==> src/rtl/rgb_led_seq.sv <==
// Pattern sequencer for one rgb_led PWM driver: turns OFF/SOLID/BLINK/FADE
// commands into r/g/b values plus a one-cycle set strobe.
module rgb_led_seq #(
  parameter int CLK_DIV = 50000,
  parameter int COLOR_W = 5
) (
  input  logic               clk,
  input  logic               rst,
  input  logic               cmd_valid,
  output logic               cmd_ready,
  input  logic [1:0]         cmd_mode,
  input  logic [COLOR_W-1:0] cmd_r,
  input  logic [COLOR_W-1:0] cmd_g,
  input  logic [COLOR_W-1:0] cmd_b,
  input  logic [7:0]         cmd_period,
  output logic               busy,
  output logic [COLOR_W-1:0] r,
  output logic [COLOR_W-1:0] g,
  output logic [COLOR_W-1:0] b,
  output logic               set
);

  localparam int PRE_W = $clog2(CLK_DIV);
  localparam logic [PRE_W-1:0] PRE_LAST = PRE_W'(CLK_DIV - 1);

  localparam logic [1:0] MODE_OFF   = 2'b00;
  localparam logic [1:0] MODE_SOLID = 2'b01;
  localparam logic [1:0] MODE_BLINK = 2'b10;
  localparam logic [1:0] MODE_FADE  = 2'b11;

  typedef enum logic [2:0] {
    S_INIT,
    S_LOAD,
    S_HOLD,
    S_BLINK_ON,
    S_BLINK_OFF,
    S_FADE_UP,
    S_FADE_DOWN
  } state_t;

  // Channel index 2 is red, 1 is green, 0 is blue.
  typedef logic [2:0][COLOR_W-1:0] rgb_t;

  state_t           state, state_n;
  logic [PRE_W-1:0] pre;
  logic             tick;
  logic [7:0]       cnt, cnt_n, cnt_inc;
  logic [7:0]       period_q, period_n;
  logic [1:0]       mode_q, mode_n;
  rgb_t             target_q, target_n;
  rgb_t             col_q, col_n;
  rgb_t             col_up, col_down;
  logic             pulse_q, pulse_n;
  logic             accept, step;

  always_ff @(posedge clk) begin
    if (rst || tick) pre <= '0;
    else             pre <= pre + PRE_W'(1);
  end

  assign tick      = (pre == PRE_LAST);
  assign cmd_ready = (state != S_INIT) && (state != S_LOAD);
  assign accept    = cmd_valid && cmd_ready;
  assign cnt_inc   = cnt + 8'd1;
  assign step      = tick && (cnt_inc == period_q);

  // Per-channel saturating fade steps; channels never wrap.
  always_comb begin
    col_up   = col_q;
    col_down = col_q;
    for (int i = 0; i < 3; i++) begin
      col_up[i]   = (col_q[i] < target_q[i]) ? col_q[i] + COLOR_W'(1) : col_q[i];
      col_down[i] = (col_q[i] != '0) ? col_q[i] - COLOR_W'(1) : col_q[i];
    end
  end

  always_ff @(posedge clk) begin
    if (rst) begin
      state    <= S_INIT;
      cnt      <= '0;
      period_q <= 8'd1;
      mode_q   <= MODE_OFF;
      target_q <= '0;
      col_q    <= '0;
      pulse_q  <= 1'b0;
    end else begin
      state    <= state_n;
      cnt      <= cnt_n;
      period_q <= period_n;
      mode_q   <= mode_n;
      target_q <= target_n;
      col_q    <= col_n;
      pulse_q  <= pulse_n;
    end
  end

  // An accepted command always wins, so a coincident tick is simply dropped.
  always_comb begin
    state_n  = state;
    cnt_n    = cnt;
    period_n = period_q;
    mode_n   = mode_q;
    target_n = target_q;
    col_n    = col_q;
    pulse_n  = 1'b0;

    if (accept) begin
      state_n  = S_LOAD;
      cnt_n    = '0;
      mode_n   = cmd_mode;
      target_n = {cmd_r, cmd_g, cmd_b};
      period_n = (cmd_period == 8'd0) ? 8'd1 : cmd_period;
      case (cmd_mode)
        MODE_SOLID, MODE_BLINK: col_n = {cmd_r, cmd_g, cmd_b};
        default:                col_n = '0;
      endcase
    end else begin
      case (state)
        S_INIT: state_n = S_HOLD;
        S_LOAD: begin
          cnt_n = '0;
          case (mode_q)
            MODE_BLINK: state_n = S_BLINK_ON;
            MODE_FADE:  state_n = S_FADE_UP;
            default:    state_n = S_HOLD;
          endcase
        end
        S_BLINK_ON, S_BLINK_OFF: begin
          if (step) begin
            cnt_n   = '0;
            pulse_n = 1'b1;
            if (state == S_BLINK_ON) begin
              state_n = S_BLINK_OFF;
              col_n   = '0;
            end else begin
              state_n = S_BLINK_ON;
              col_n   = target_q;
            end
          end else if (tick) begin
            cnt_n = cnt_inc;
          end
        end
        S_FADE_UP: begin
          if (step) begin
            cnt_n   = '0;
            pulse_n = 1'b1;
            col_n   = col_up;
            if (col_up == target_q) state_n = S_FADE_DOWN;
          end else if (tick) begin
            cnt_n = cnt_inc;
          end
        end
        S_FADE_DOWN: begin
          if (step) begin
            cnt_n   = '0;
            pulse_n = 1'b1;
            col_n   = col_down;
            if (col_down == '0) state_n = S_FADE_UP;
          end else if (tick) begin
            cnt_n = cnt_inc;
          end
        end
        default: state_n = state;
      endcase
    end
  end

  assign busy = (state == S_BLINK_ON) || (state == S_BLINK_OFF) ||
                (state == S_FADE_UP)  || (state == S_FADE_DOWN) ||
                ((state == S_LOAD) && mode_q[1]);

  // Gated by rst so reset kills any strobe immediately, including the INIT one.
  assign set = !rst && ((state == S_INIT) || (state == S_LOAD) || pulse_q);

  assign r = col_q[2];
  assign g = col_q[1];
  assign b = col_q[0];

endmodule

==> config.mk <==
export PLATFORM = sky130hd
export DESIGN_NAME = rgb_led_seq
export DESIGN_NICKNAME = d
export VERILOG_FILES = /design/src/rtl/rgb_led_seq.sv
export SDC_FILE = /design/constraint.sdc
export NUM_CORES = 1
export LEC_CHECK = 0
export CELL_PAD_IN_SITES_DETAIL_PLACEMENT = 0
export CELL_PAD_IN_SITES_GLOBAL_PLACEMENT = 1
export CORE_ASPECT_RATIO = 0.5
export CORE_MARGIN = 1.5
export CORE_UTILIZATION = 43
export DETAILED_ROUTE_END_ITERATION = 8
export PLACE_DENSITY = 0.92
export SYNTH_ARGS = -nofsm -noshare
export SYNTH_HDL_FRONTEND = slang
export SYNTH_SLANG_ARGS = --single-unit
==> constraint.sdc <==
create_clock -name clk -period 4.1 [get_ports clk]
set_input_delay 0.615 -clock clk [delete_from_list [all_inputs] [get_ports clk]]
set_output_delay 0.615 -clock clk [all_outputs]
set_load 0.01 [all_outputs]
==> flow_metrics.py, run 1 <==
metrics = {
    "floorplanning": {
        "io_pins": 46,
        "die_h_um": 77.8,
        "start_util_pct": 44.0,
        "core_area_mm2": 0.0109,
        "die_x_um": 153,
        "rows": 27,
        "dieArea_mm2": 0.0119,
    },
    "synthesis": {
        "synth_top_family_by_area": "simple AND/OR/NAND/NOR gates",
        "synth_compound_area_share_pct": 24.7,
        "synth_simple_gate_area_share_pct": 25.9,
        "synth_top_area_share_pct": 28.3,
        "synth-edff-count": 0,
        "synthAdderAreaFrac_pct": 5.19,
        "synth_seq_cells": 68,
        "yosysWarnings": 0,
        "ys.flop_type": "dfxtp_1",
        "synth_commonest_cells": "nand2_1, nor2_1, dfxtp_1, a21oi_1, inv_1",
        "synthXorXnorAreaFrac_pct": 8.83,
        "synth_top_area_cell": "dfxtp_1",
        "syn-cell-area_mm2": 0.00482,
        "synthMuxAreaShare_pct": 1.45,
        "synth_area_leaders": "dfxtp_1, nand2_1, a21oi_1, nor2_1, ha_1",
        "synth_cells": 651,
        "yosysMostFrequentCell": "nand2_1",
        "synthArstFlopShare_pct": 0,
        "avgSynthCellArea_um2": 7.40,
        "synth_nets": 699,
        "ys_seq_area_share_pct": 28.3,
        "synth_cell_types": 66,
    },
    "timing": {
        "setup_tns_ns": 0,
        "post-route-worst-setup-slack_ns": 0.838,
        "grt_setup_unrepaired": "no",
        "maxSlewViolCount": 0,
        "max_freq_mhz": 307,
        "setup_viol": 0,
        "finalCriticalPeriod_ns": 3.26,
        "skew_ns": 0.00963,
        "slew_headroom_pct": 30.8,
        "tightestPinTransition_ns": 1.04,
        "min_period_over_period_pct": 79.6,
        "holdWs_ns": 0.452,
        "hold_viol_final": 0,
    },
    "clock_network": {
        "cts.sinks": 68,
        "cts_buffer_depth": 2,
        "cts-resized-gates": 0,
        "clk_pin_slew_ns": 0.06,
        "cts_tree": "yes",
        "cts_made_buffers": 9,
        "clock_latency_ns": 0.34,
        "cts_root_buf": "clkbuf_16",
        "hold_buffers": 0,
        "cts-htree-levels": 3,
        "cts_setup_buffers": 0,
    },
    "power_and_ir_drop": {
        "total_power_mw": 3.14,
        "p_per_area_mw_per_mm2": 556,
        "p_leak_nw": 2.05,
        "ir_worst_vdd_uv": 264,
    },
    "placed_design": {
        "dpl.hpwl_um": 9390,
        "place_congestion": 0.926,
        "dp_slack_ns": 0.897,
        "numPortBuffers": 45,
    },
    "critical_path": {
        "r2r_start": "g[2]$_SDFFE_PP0P_",
        "arrival_ns": 3.50,
        "cpPeakStageDelay_ns": 0.58,
        "end_kind": "flop",
        "crit_fanout": 13,
        "crit_path_cell_trace": "ha_1, a21oi_1, o21ai_1, nor3_1, xnor3_1, a221o_1, nor4_1, a31oi_1, o31a_1",
        "cp_data_required_time_ns": 4.34,
        "r2r_end": "state[0]$_SDFFE_PP0P_",
        "ff2ff_setup_slack_ns": 0.84,
        "r2r_cells": 9,
        "slowest_stage": "dfxtp_1",
        "cp-start-kind": "flop",
        "path_class": "flop to flop",
    },
    "detailed_routing": {
        "dr.pass1.iters": 5,
        "drt-wirelength-per-cell_um": 15.9,
        "ant_nets": 0,
        "vias_per_cell": 5.82,
        "drc_errors": 0,
        "vias": 4821,
        "drt_iter0_drc": 386,
        "wl_um": 13200,
    },
    "cells_and_area": {
        "diodes": 0,
        "regArea_mm2": 0.00136,
        "nets": 726,
        "multi_input_area_mm2": 0.00318,
        "drive_gt1_share_pct": 4.83,
        "fin_util_pct": 51.6,
        "final.fill_count": 1065,
        "area_delta_synth_final_pct": 17.2,
    },
    "hold_path": {
        "min_from": "pre[0]$_SDFF_PP0_",
        "hold_end": "pre[0]$_SDFF_PP0_",
        "hold_path_class": "flop to flop",
        "hold_depth": 1,
    },
    "status": {
        "status": "finished clean",
    },
    "grt": {
        "grt_pass1_wl_um": 21800,
        "track_usage_pct": 22.8,
        "antenna_found_initial": 0,
        "grt_max_degree": 47,
        "globalRouteOverflowTotal": 0,
        "first_global_vias": 4339,
    },
    "flow_run": {
        "maxCapViolations": 0,
    },
}
state kept, by name, indices dropped and copies added (netlist names), 2 cells and up:
register  count
mode_q        2
cnt           8
target_q     15
r             5
g             5
b             5
period_q      8
pre          16
state         3
through the flow:
step	std cells	area [um2]
2_1_floorplan	651	4820
3_3_place_gp	812	5340
3_5_place_dp	812	5340
4_1_cts	828	5640
5_1_grt	828	5640
6_report	828	5640
worst max-delay path by stage:
| stage | start | endpoint | slack (ns) | cells after the start |
|---|---|---|---|---|
| 6_report | g[2]$_SDFFE_PP0P_ | state[0]$_SDFFE_PP0P_ | 0.84 | 9 |
| 5_1_grt | g[2]$_SDFFE_PP0P_ | state[0]$_SDFFE_PP0P_ | 0.56 | 9 |
| 4_1_cts | g[2]$_SDFFE_PP0P_ | state[0]$_SDFFE_PP0P_ | 0.89 | 9 |
| 3_5_place_dp | g[2]$_SDFFE_PP0P_ | state[0]$_SDFFE_PP0P_ | 0.90 | 9 |
| 3_3_place_gp | r[0]$_SDFFE_PP0P_ | state[1]$_SDFFE_PP0P_ | 1.06 | 10 |
| 2_1_floorplan | g[0]$_SDFFE_PP0P_ | state[1]$_SDFFE_PP0P_ | 1.15 | 11 |
worst max-delay path, delay by kind of cell (launching register included):
family / cells / cell delay (ns)
and+or+nand+nor: 2 / 0.71
xor gates and xnor gates: 1 / 0.28
AOI/OAI and AO/OA: 5 / 1.25
adders and majority gates: 1 / 0.34
DFF: 1 / 0.58
area by class of cell:
class / instances / share of cell area, %
Clock buffer: 9 / 3.99
Clock inverter: 7 / 1.44
Inverter: 30 / 2.00
Multi-Input combinational cell: 517 / 56.4
Sequential cell: 68 / 24.1
Tap cell: 145 / 3.21
Timing Repair Buffer: 52 / 8.82
cells in the final DEF, fill, tap and decap left out, types with 8 or more instances in the layout:
cell type	instances
a211oi_1	16
a21oi_1	60
a31oi_1	9
and3_1	9
clkbuf_16	9
clkdlybuf4s50_1	44
dfxtp_1	68
ha_1	20
inv_1	30
nand2_1	86
nand3_1	21
nand4_1	8
nor2_1	78
nor3_1	11
nor4_1	8
o21ai_0	25
xnor2_1	28
xor2_1	18
where the power goes:
part	switching (mW)	internal (mW)	leakage (nW)
logic	0.802	0.633	1.35
registers	0.158	0.740	0.553
clock network	0.325	0.479	0.147
total	1.28	1.85	2.05
metal layers:
layer / global-route usage [%] / part of all wire (%) / wire [um] / up-vias
met1: 31.5 / 49 / 6440 / 2260
li1: - / - / - / 2394
met2: 36.1 / 44 / 5730 / 150
met4: 6.35 / 1.5 / 191 / 0
met3: 4.47 / 6.1 / 806 / 17
met5: 0 / 0 / 0 / -
cell families (layout without fill, tap and decap cells):
family / count (synthesis) / after routing
fa+ha+maj: 20 / 20
mux: 7 / 7
simple gates: 262 / 262
buf+inv: 66 / 98
flops: 68 / 68
xor+xnor: 47 / 47
compound gates: 181 / 181
Note: power is estimated with default switching activity, not from simulation.
==> inputs of run 2 (changes only) <==
==> constraint.sdc (replaced) <==
create_clock -name clk -period 3.1 [get_ports clk]
set_input_delay 0.465 -clock clk [delete_from_list [all_inputs] [get_ports clk]]
set_output_delay 0.465 -clock clk [all_outputs]
set_load 0.01 [all_outputs]
==> run 2 against run 1 <==
Against the previous run:
- power rose by 37%
- worst setup slack got worse by 0.73 ns
- maximum frequency rose by 9.1%
- final cell count rose by 2.9%
- via count rose by 3.0%
- clock power rose by 23%
- register-to-register slack got worse by 0.73 ns
- first-iteration DRC count rose by 0.78%
- sequential power rose by 26%
- critical path type unchanged
- largest cell class unchanged
==> flow_metrics.py, run 2 (synthesized netlist as in run 1, its figures left out) <==
metrics = {
    "critical_path": {
        "cpPeakStageDelay_ns": 0.51,
        "crit_fanout": 5,
        "r2r_cells": 10,
        "cp-start-kind": "flop",
        "crit_path_cell_trace": "inv_1, ha_2, or4b_4, nand2b_4, o21ai_1, nand3_1, o41a_1, a21bo_1, or4_1, o21ai_1",
        "path_class": "flop to flop",
        "r2r_end": "state[1]$_SDFFE_PP0P_",
        "arrival_ns": 3.27,
        "slowest_stage": "or4_1",
        "r2r_start": "b[1]$_SDFFE_PP0P_",
        "end_kind": "flop",
        "cp_num_buf_inv": 1,
        "cp_data_required_time_ns": 3.38,
        "ff2ff_setup_slack_ns": 0.11,
        "crit_top_cell": "o21ai_1",
        "path_delay_family": "simple AND/OR/NAND/NOR gates",
    },
    "clock_network": {
        "clock_latency_ns": 0.34,
        "clk_pin_slew_ns": 0.06,
        "cts_made_buffers": 9,
        "cts-htree-levels": 3,
        "cts_buffer_depth": 2,
        "hold_buffers": 0,
        "cts.sinks": 68,
        "cts_tree": "yes",
        "cts_root_buf": "clkbuf_16",
    },
    "grt": {
        "met3_usage_pct": 4.69,
        "track_usage_pct": 23.5,
        "grt_use_met1_pct": 32.4,
        "busiest_layer": "met2",
        "first_global_vias": 4551,
        "grt_pass1_wl_um": 22500,
        "antenna_found_initial": 0,
        "grt_max_degree": 33,
        "grt_util_met2_pct": 36.5,
        "globalRouteOverflowTotal": 0,
    },
    "timing": {
        "hold_viol_final": 0,
        "max_freq_mhz": 335,
        "min_period_over_period_pct": 96.4,
        "maxSlewViolCount": 0,
        "post-route-worst-setup-slack_ns": 0.111,
        "skew_ns": 0.00674,
        "grt_setup_unrepaired": "no",
        "setup_viol": 0,
        "setup_tns_ns": 0,
        "tightestPinTransition_ns": 0.649,
        "slew_headroom_pct": 56.6,
        "finalCriticalPeriod_ns": 2.99,
    },
    "floorplanning": {
        "dieArea_mm2": 0.0119,
        "io_pins": 46,
        "start_util_pct": 44.0,
        "die_x_um": 153,
        "rows": 27,
        "die_h_um": 77.8,
        "core_area_mm2": 0.0109,
    },
    "status": {
        "status": "finished clean",
    },
    "cells_and_area": {
        "final_cell_mix": "nand2_1, nor2_1, dfxtp_1, a21oi_1, clkdlybuf4s50_1",
        "area_delta_synth_final_pct": 21.6,
        "final.fill_count": 1083,
        "layout_commonest_cell": "nand2_1",
        "regMostFlops": "pre",
        "largest_reg_flops": 16,
        "top_regs": "pre x16, target_q x15",
        "diodes": 0,
        "drive_gt1_share_pct": 9.90,
        "nets": 750,
    },
    "placed_design": {
        "dpl.hpwl_um": 9900,
        "dp_slack_ns": 0.0710,
        "place_congestion": 0.894,
        "numPortBuffers": 45,
    },
    "hold_path": {
        "hold_path_class": "flop to flop",
        "min_from": "pre[0]$_SDFF_PP0_",
        "hold_depth": 1,
        "hold_end": "pre[0]$_SDFF_PP0_",
    },
    "detailed_routing": {
        "drt_iter0_drc": 389,
        "vias_per_cell": 5.83,
        "dr.pass1.iters": 5,
        "wl_um": 13800,
        "vias": 4966,
        "ant_nets": 0,
        "drc_errors": 0,
        "drt-wirelength-per-cell_um": 16.1,
    },
    "power_and_ir_drop": {
        "p_per_area_mw_per_mm2": 733,
        "p_leak_nw": 2.17,
        "ir_worst_vdd_uv": 306,
    },
    "flow_run": {
        "maxCapViolations": 0,
    },
}
[run 2: per-layer routing]
metal  up-vias  share of wire, %  routed length (um)
met3        22               6.1                 838
li1       2452                 -                   -
met5         -                 0                   0
met2       168                45                6160
met1      2324                47                6530
met4         0               1.6                 223
[run 2: power breakdown]
group	leakage, nW	total (mW)	internal, mW	switching (mW)
clock network	0.129	0.991	0.551	0.440
logic	1.48	2.18	0.976	1.20
registers	0.553	1.13	0.979	0.147
[run 2: per-stage QoR]
stage | cells | total power [mW] | utilization [%] | hold WS, ns | area [um2]
2_1_floorplan | 651 | 2.57 | - | 0.413 | 4820
3_3_place_gp | 835 | 3.18 | 50.3 | 0.428 | 5510
3_5_place_dp | 835 | 3.20 | 50.3 | 0.431 | 5510
4_1_cts | 851 | 4.20 | 52.9 | 0.442 | 5790
5_1_grt | 852 | 4.57 | 53.5 | 0.478 | 5860
6_report | 852 | 4.29 | 53.5 | 0.439 | 5860
[run 2: worst max path at each step]
stage	from	to	cells past startpoint
final	b[1]$_SDFFE_PP0P_	state[1]$_SDFFE_PP0P_	10
after global routing	target_q[9]$_SDFFE_PP0P_	state[0]$_SDFFE_PP0P_	10
after CTS	target_q[14]$_SDFFE_PP0P_	state[0]$_SDFFE_PP0P_	10
after detailed placement	target_q[14]$_SDFFE_PP0P_	state[0]$_SDFFE_PP0P_	10
after global placement	target_q[14]$_SDFFE_PP0P_	state[0]$_SDFFE_PP0P_	10
after floorplan	g[0]$_SDFFE_PP0P_	state[1]$_SDFFE_PP0P_	11
[run 2: area by class of cell]
class / instances / area [um2] / area share (%)
Clock inverter: 7 / 57.6 / 0.982
Sequential cell: 68 / 1360 / 23.3
Inverter: 30 / 113 / 1.92
Tap cell: 145 / 181 / 3.10
Clock buffer: 9 / 225 / 3.84
Timing Repair Buffer: 76 / 678 / 11.6
Multi-Input combinational cell: 517 / 3240 / 55.3
[run 2: timing repair]
item	CTS	global route
resized for setup	0	15
setup endpoints to repair	0	2
setup buffers	0	1
[run 2: worst reg2reg max path: cells and delay by family, from the launching register on]
family | cells | cell delay, ns
AO/OA/AOI/OAI | 4 | 0.98
adder cells (fa/ha/maj) | 1 | 0.23
buffers and inverters | 1 | 0.13
flip-flops | 1 | 0.31
AND/OR/NAND/NOR | 4 | 1.26
